--- src/rtl/axi4_burst_master.sv ---
// axi4_burst_master
//
// Single-outstanding AXI4 burst initiator. A command (write or read, start
// address, beats-minus-one) is accepted in IDLE. The block then runs one INCR
// burst of 32-bit beats on the AXI4 channels and returns to IDLE via a
// one-cycle done pulse that carries the final response code.
//
// Handshake rule used on every channel and stream in this file: a transfer
// happens on a rising clk edge where VALID and READY are both 1. A VALID
// raised by this block stays high, with its payload stable, until that edge.
//
// Ports
//   clk, rst_n                    clock, asynchronous active-low reset
//   cmd_valid/cmd_ready           command handshake (ready only in IDLE)
//   cmd_write, cmd_addr, cmd_len  burst direction, start address, beats-1
//   wr_data/wr_strb/wr_valid/wr_ready   write-beat source stream
//   rd_data/rd_last/rd_valid/rd_ready   read-beat sink stream
//   done, done_resp               completion pulse and final response
//   M_AXI4_AW*/W*/B*/AR*/R*       AXI4 initiator ports
//   dbg_state_o                   current FSM state for observation
//
// Build option
//   AXI4_MASTER_4K_CHECK_EN : when defined, a command whose burst would cross
//   a 4 KB boundary is not issued; it completes at once with done_resp=2'b10.
module axi4_burst_master #(
  parameter int AXI4_ID_WIDTH = 4,
  parameter int ADDR_WIDTH    = 32,
  parameter int DATA_WIDTH    = 32,
  parameter int TXN_ID        = 0
) (
  input  logic                     clk,
  input  logic                     rst_n,
  input  logic                     cmd_valid,
  output logic                     cmd_ready,
  input  logic                     cmd_write,
  input  logic [ADDR_WIDTH-1:0]    cmd_addr,
  input  logic [7:0]               cmd_len,
  input  logic [DATA_WIDTH-1:0]    wr_data,
  input  logic [DATA_WIDTH/8-1:0]  wr_strb,
  input  logic                     wr_valid,
  output logic                     wr_ready,
  output logic [DATA_WIDTH-1:0]    rd_data,
  output logic                     rd_last,
  output logic                     rd_valid,
  input  logic                     rd_ready,
  output logic                     done,
  output logic [1:0]               done_resp,
  output logic [AXI4_ID_WIDTH-1:0] M_AXI4_AWID,
  output logic [ADDR_WIDTH-1:0]    M_AXI4_AWADDR,
  output logic [7:0]               M_AXI4_AWLEN,
  output logic [2:0]               M_AXI4_AWSIZE,
  output logic [1:0]               M_AXI4_AWBURST,
  output logic                     M_AXI4_AWVALID,
  input  logic                     M_AXI4_AWREADY,
  output logic [DATA_WIDTH-1:0]    M_AXI4_WDATA,
  output logic [DATA_WIDTH/8-1:0]  M_AXI4_WSTRB,
  output logic                     M_AXI4_WLAST,
  output logic                     M_AXI4_WVALID,
  input  logic                     M_AXI4_WREADY,
  input  logic [AXI4_ID_WIDTH-1:0] M_AXI4_BID,
  input  logic [1:0]               M_AXI4_BRESP,
  input  logic                     M_AXI4_BVALID,
  output logic                     M_AXI4_BREADY,
  output logic [AXI4_ID_WIDTH-1:0] M_AXI4_ARID,
  output logic [ADDR_WIDTH-1:0]    M_AXI4_ARADDR,
  output logic [7:0]               M_AXI4_ARLEN,
  output logic [2:0]               M_AXI4_ARSIZE,
  output logic [1:0]               M_AXI4_ARBURST,
  output logic                     M_AXI4_ARVALID,
  input  logic                     M_AXI4_ARREADY,
  input  logic [AXI4_ID_WIDTH-1:0] M_AXI4_RID,
  input  logic [DATA_WIDTH-1:0]    M_AXI4_RDATA,
  input  logic [1:0]               M_AXI4_RRESP,
  input  logic                     M_AXI4_RLAST,
  input  logic                     M_AXI4_RVALID,
  output logic                     M_AXI4_RREADY,
  output logic [2:0]               dbg_state_o
);

  localparam logic [AXI4_ID_WIDTH-1:0] ID_L = AXI4_ID_WIDTH'(TXN_ID);

  typedef enum logic [2:0] {
    S_IDLE = 3'd0,
    S_AW   = 3'd1,
    S_W    = 3'd2,
    S_B    = 3'd3,
    S_AR   = 3'd4,
    S_R    = 3'd5,
    S_DONE = 3'd6
  } state_e;

  state_e                  state_q, state_d;
  logic                    write_q, write_d;
  logic [ADDR_WIDTH-1:0]   addr_q, addr_d;
  logic [7:0]              len_q, len_d;
  logic [7:0]              cnt_q, cnt_d;
  logic [1:0]              resp_q, resp_d;
  logic                    cross_4k;
  logic                    beat_last;
  logic [1:0]              r_resp_max;

  // Burst byte span check: addr[11:0] + (len+1)*4 > 4096. 14 bits hold the
  // largest sum (4095 + 1024).
`ifdef AXI4_MASTER_4K_CHECK_EN
  logic [13:0] span_end;
  assign span_end = {2'b00, cmd_addr[11:0]} + {4'b0000, cmd_len, 2'b00} + 14'd4;
  assign cross_4k = (span_end > 14'd4096);
`else
  assign cross_4k = 1'b0;
`endif

  assign beat_last  = (cnt_q == len_q);
  assign r_resp_max = (M_AXI4_RRESP > resp_q) ? M_AXI4_RRESP : resp_q;

  // Payload fields come straight from the latched command, so they are stable
  // for as long as the corresponding VALID is held.
  assign M_AXI4_AWID    = ID_L;
  assign M_AXI4_AWADDR  = addr_q;
  assign M_AXI4_AWLEN   = len_q;
  assign M_AXI4_AWSIZE  = 3'b010;
  assign M_AXI4_AWBURST = 2'b01;
  assign M_AXI4_ARID    = ID_L;
  assign M_AXI4_ARADDR  = addr_q;
  assign M_AXI4_ARLEN   = len_q;
  assign M_AXI4_ARSIZE  = 3'b010;
  assign M_AXI4_ARBURST = 2'b01;
  assign M_AXI4_WDATA   = wr_data;
  assign M_AXI4_WSTRB   = wr_strb;
  assign rd_data        = M_AXI4_RDATA;
  assign rd_last        = M_AXI4_RLAST;
  assign done_resp      = resp_q;
  assign dbg_state_o    = state_q;

  // Gated by rst_n so nothing looks ready while reset is held; the first
  // cycle after release presents ready at once.
  assign cmd_ready = (state_q == S_IDLE) && rst_n;

  always_comb begin
    state_d        = state_q;
    write_d        = write_q;
    addr_d         = addr_q;
    len_d          = len_q;
    cnt_d          = cnt_q;
    resp_d         = resp_q;
    M_AXI4_AWVALID = 1'b0;
    M_AXI4_WVALID  = 1'b0;
    M_AXI4_WLAST   = 1'b0;
    M_AXI4_BREADY  = 1'b0;
    M_AXI4_ARVALID = 1'b0;
    M_AXI4_RREADY  = 1'b0;
    wr_ready       = 1'b0;
    rd_valid       = 1'b0;
    done           = 1'b0;

    case (state_q)
      S_IDLE: begin
        if (cmd_valid) begin
          write_d = cmd_write;
          addr_d  = cmd_addr;
          len_d   = cmd_len;
          cnt_d   = 8'd0;
          resp_d  = 2'b00;
          if (cross_4k) begin
            resp_d  = 2'b10;
            state_d = S_DONE;
          end else begin
            state_d = cmd_write ? S_AW : S_AR;
          end
        end
      end
      S_AW: begin
        M_AXI4_AWVALID = 1'b1;
        if (M_AXI4_AWREADY) state_d = S_W;
      end
      S_W: begin
        M_AXI4_WVALID = wr_valid;
        wr_ready      = M_AXI4_WREADY;
        M_AXI4_WLAST  = beat_last;
        if (wr_valid && M_AXI4_WREADY) begin
          cnt_d = cnt_q + 8'd1;
          if (beat_last) state_d = S_B;
        end
      end
      S_B: begin
        M_AXI4_BREADY = 1'b1;
        if (M_AXI4_BVALID) begin
          resp_d  = (M_AXI4_BID != ID_L) ? 2'b10 : M_AXI4_BRESP;
          state_d = S_DONE;
        end
      end
      S_AR: begin
        M_AXI4_ARVALID = 1'b1;
        if (M_AXI4_ARREADY) state_d = S_R;
      end
      S_R: begin
        rd_valid      = M_AXI4_RVALID;
        M_AXI4_RREADY = rd_ready;
        if (M_AXI4_RVALID && rd_ready) begin
          cnt_d = cnt_q + 8'd1;
          // RLAST must coincide exactly with beat len; any disagreement is a
          // slave protocol error reported as SLVERR.
          resp_d = (M_AXI4_RLAST != beat_last) ? 2'b10 : r_resp_max;
          if (beat_last) state_d = S_DONE;
        end
      end
      S_DONE: begin
        done    = 1'b1;
        state_d = S_IDLE;
      end
      default: state_d = S_IDLE;
    endcase
  end

  always_ff @(posedge clk or negedge rst_n) begin
    if (!rst_n) begin
      state_q <= S_IDLE;
      write_q <= 1'b0;
      addr_q  <= '0;
      len_q   <= 8'd0;
      cnt_q   <= 8'd0;
      resp_q  <= 2'b00;
    end else begin
      state_q <= state_d;
      write_q <= write_d;
      addr_q  <= addr_d;
      len_q   <= len_d;
      cnt_q   <= cnt_d;
      resp_q  <= resp_d;
    end
  end

  // Direction is implied by the state path; RID is not checked on reads.
  logic unused_ok;
  assign unused_ok = ^{write_q, M_AXI4_RID};

endmodule

--- config.mk ---
export PLATFORM = sky130hd
export DESIGN_NAME = axi4_burst_master
export DESIGN_NICKNAME = d
export VERILOG_FILES = /design/src/rtl/axi4_burst_master.sv
export SDC_FILE = /design/constraint.sdc
export NUM_CORES = 1
export LEC_CHECK = 0
export ABC_AREA = 0
export ABC_CLOCK_PERIOD_IN_PS = 1900
export BUFFER_PORTS_ARGS = -buffer_cell sky130_fd_sc_hd__buf_4
export CAP_MARGIN = 0
export CORE_AREA = 3 3 122 124
export CTS_CLUSTER_DIAMETER = 80
export DETAILED_ROUTE_END_ITERATION = 7
export DIE_AREA = 0 0 125 127
export PLACE_DENSITY_LB_ADDON = 0.25
export RECOVER_POWER = 25
export SLEW_MARGIN = 20
export SYNTH_ARGS = -nofsm -noshare
export SYNTH_HDL_FRONTEND = slang
export SYNTH_SLANG_ARGS = --single-unit
--- constraint.sdc ---
create_clock -name clk -period 1.9 [get_ports clk]
set_input_delay 0.095 -clock clk [delete_from_list [all_inputs] [get_ports clk]]
set_output_delay 0.095 -clock clk [all_outputs]
set_load 0.05 [all_outputs]
==> flow_summary.ini <==
[place]
portBuffers = 155
dp_hpwl_um = 6720
dp_cells = 576
place.gp.congestion = 0.723

[final_layout]
multi_input_area_mm2 = 0.00140
antennaDiodeCount = 0
nNetsFinal = 564
post-route-util = 0.339
seq_area_mm2 = 0.00134
syn2layout_area_growth_pct = 31.3
final_cells = 610
n_fill_cell = 1419
drive_gt1_frac = 0.593

[timing]
period_minus_slack_ns = 1.92
drv_slew = 0
fmax_mhz = 520
max_slew_margin = 0.649
setup_ws_ns = -0.0221
fin_hold_ws_ns = 0.0102
setup_viol = 2
rsz0062_at_grt = true
hold_violations = 0
fin_crit_sh = 1.01
final.setup_skew_ns = 0.00788
worst_slew_pin_slew_ns = 0.526

[detailed_routing]
vias_per_cell = 4.21
dr.pass1.iters = 4
drt_iter0_drc = 49
wl_per_cell_um = 14.5
wirelength_um = 8840
drc_errors = 0
vias = 2568
ant_nets = 0

[synth]
syn_area_per_cell_um2 = 10.3
yosys.area.top_type_share = 0.370
yosysMostFrequentCell = buf_4
async_flop_share = 1.00
yosys_most_used_dff = dfrtp_1
netlist_area_mm2 = 0.00358
ys_ff_latch = 53
yosys_warnings = 0
synth_seq_area_share = 0.370
synth-edff-count = 0
synthTopCellsByArea = dfrtp_1 37%, buf_4 27%, mux2_1 7.5%
synth_commonest_cells = 128 x buf_4, 53 x dfrtp_1, 24 x mux2_1
synth_area_leader_cell = dfrtp_1
synthDistinctLibCells = 50
synth_cells = 347

[clock_tree]
clock_path_buffers = 2
cts_buffers = 5
clkTransAtPathRegs_ns = 0.07
cts_tree = done
cts_sinks = 53
clock_latency_ns = 0.30
cts_root_buffer = clkbuf_16
cts_max_level = 2

[critical_path]
worstPathArrival_ns = 1.83
start_kind = flip-flop
critical_path_class = reg -> out
critical_path_required_ns = 1.80
cp-end-kind = output port
crit_path_max_fanout = 4

[run]
max-cap-violations = 0

[floorplan]
initial_core_util = 0.258
io_pins = 314
num_rows = 43
core_mm2 = 0.0139
die_w_um = 125
die_area_mm2 = 0.0159
dieHeight_um = 127

[power]
p_leak_nw = 2.23
powerDensity_mw_per_mm2 = 2330
power_mw = 11.0
peakVddDrop_mv = 1.10

[global_routing]
grt_max_degree = 41
grt_use_met1 = 0.110
grt_first_pass_wirelength_um = 13600
track_usage = 0.106
grt_pass1_vias = 2595
grt_overflow_total = 0
grtUsageMet3 = 0.0385
antenna_found_initial = 0
grt_use_met2 = 0.196
grt_busiest_layer = met2

[run_status]
violations = negative setup slack
status = finished with violations

[worst_hold_path]
hold_class = in -> reg
## metrics by stage
step	cell area [µm²]	setup slack, ns	setup TNS (ns)
after global routing	4700	-0.138	-0.395
after global placement	4210	0.107	0
final	4700	-0.0221	-0.0222
after floorplan	3700	-0.106	-0.166
after CTS	4560	-0.0652	-0.0652
after detailed placement	4210	0.0897	0
## layer usage
| layer | vias up | routed length (µm) |
|---|---|---|
| met5 | - | 0 |
| met4 | 0 | 178 |
| met3 | 22 | 740 |
| met2 | 133 | 4800 |
| met1 | 1218 | 3120 |
| li1 | 1195 | - |
## cell type report
cell class / count / area share
clock inverter: 3 / 0.0138
sequential: 53 / 0.285
inverter: 5 / 0.00399
timing repair buffer: 198 / 0.324
tap: 180 / 0.0479
clock buffer: 5 / 0.0266
multi-input combinational: 166 / 0.298
## worst max-delay path: stages, from the launching register on
cell	delay, ns
dfrtp_2	0.44
xor2_2	0.17
nor4_4	0.34
buf_4	0.19
nand2_4	0.05
nor4_4	0.14
buf_6	0.19
## final timing paths
path	start	slack (ns)	to	depth (start not counted)
worst max-delay path	M_AXI4_ARLEN[1]	-0.02	M_AXI4_WLAST	6
worst min-delay path	cmd_addr[26]	0.01	M_AXI4_ARADDR[26]	2
worst max register to register	M_AXI4_ARLEN[1]	0	done_resp[0]	7
worst min register to register	M_AXI4_ARADDR[24]	0.52	M_AXI4_ARADDR[24]	1
max in group asynchronous	rst_n	0.90	M_AXI4_ARLEN[7]	3
min in group asynchronous	rst_n	0.19	M_AXI4_ARADDR[26]	2
## sequential cells by signal, summed over array words and instances, names as in the netlist
signal,count
done_resp,2
M_AXI4_ARLEN,8
M_AXI4_ARADDR,32
cnt_q,8
dbg_state_o,3
## where the power goes
part           internal, mW  switching (mW)
Combinational          2.53            5.11
Clock                 0.753           0.424
Sequential             1.68           0.471
## kinds of logic after synthesis
| family | share of synthesized area |
|---|---|
| flip-flops | 0.370 |
| buffers and inverters | 0.290 |
| XOR/XNOR | 0.0220 |
| other | 0.00210 |
| AO/OA/AOI/OAI | 0.0741 |
| adder cells (fa/ha/maj) | 0.0105 |
| AND/OR/NAND/NOR | 0.0965 |
| multiplexers | 0.135 |
## layout by cell type, fill, tap and decap left out, types with 2 or more instances in the layout
master,netlist,layout
nand3b_1,3,3
o31ai_1,5,5
xor2_2,0,4
nand3_1,4,4
mux2_2,17,17
nor4_4,2,3
a31oi_1,3,3
and2_2,0,2
nand2b_1,2,2
nor2_1,8,7
nand2_1,9,8
dlygate4sd3_1,0,8
o21ai_0,8,8
conb_1,2,18
dfrtp_1,53,41
xor2_1,9,5
a21oi_1,5,2
clkbuf_16,0,5
mux2_1,24,23
mux2i_1,2,2
bufinv_16,0,2
nor3_2,1,3
buf_4,128,188
ha_1,3,3
and2_1,6,4
a21oi_2,0,3
or4_4,0,2
and3_1,4,4
dfrtp_2,0,12
nor3_1,5,3
inv_1,5,5
## repair_timing
item / 4_1_cts / 5_1_grt
cloned: 0 / 0
endpoints found under the hold margin: 20 / 0
hold buffers: 8 / 0
setup endpoints to repair: 1 / 6
gates resized for setup: 4 / 12
buffers inserted: 7 / 11
pin swaps: 5 / 9
No activity file was read; power rests on OpenSTA's default activity.
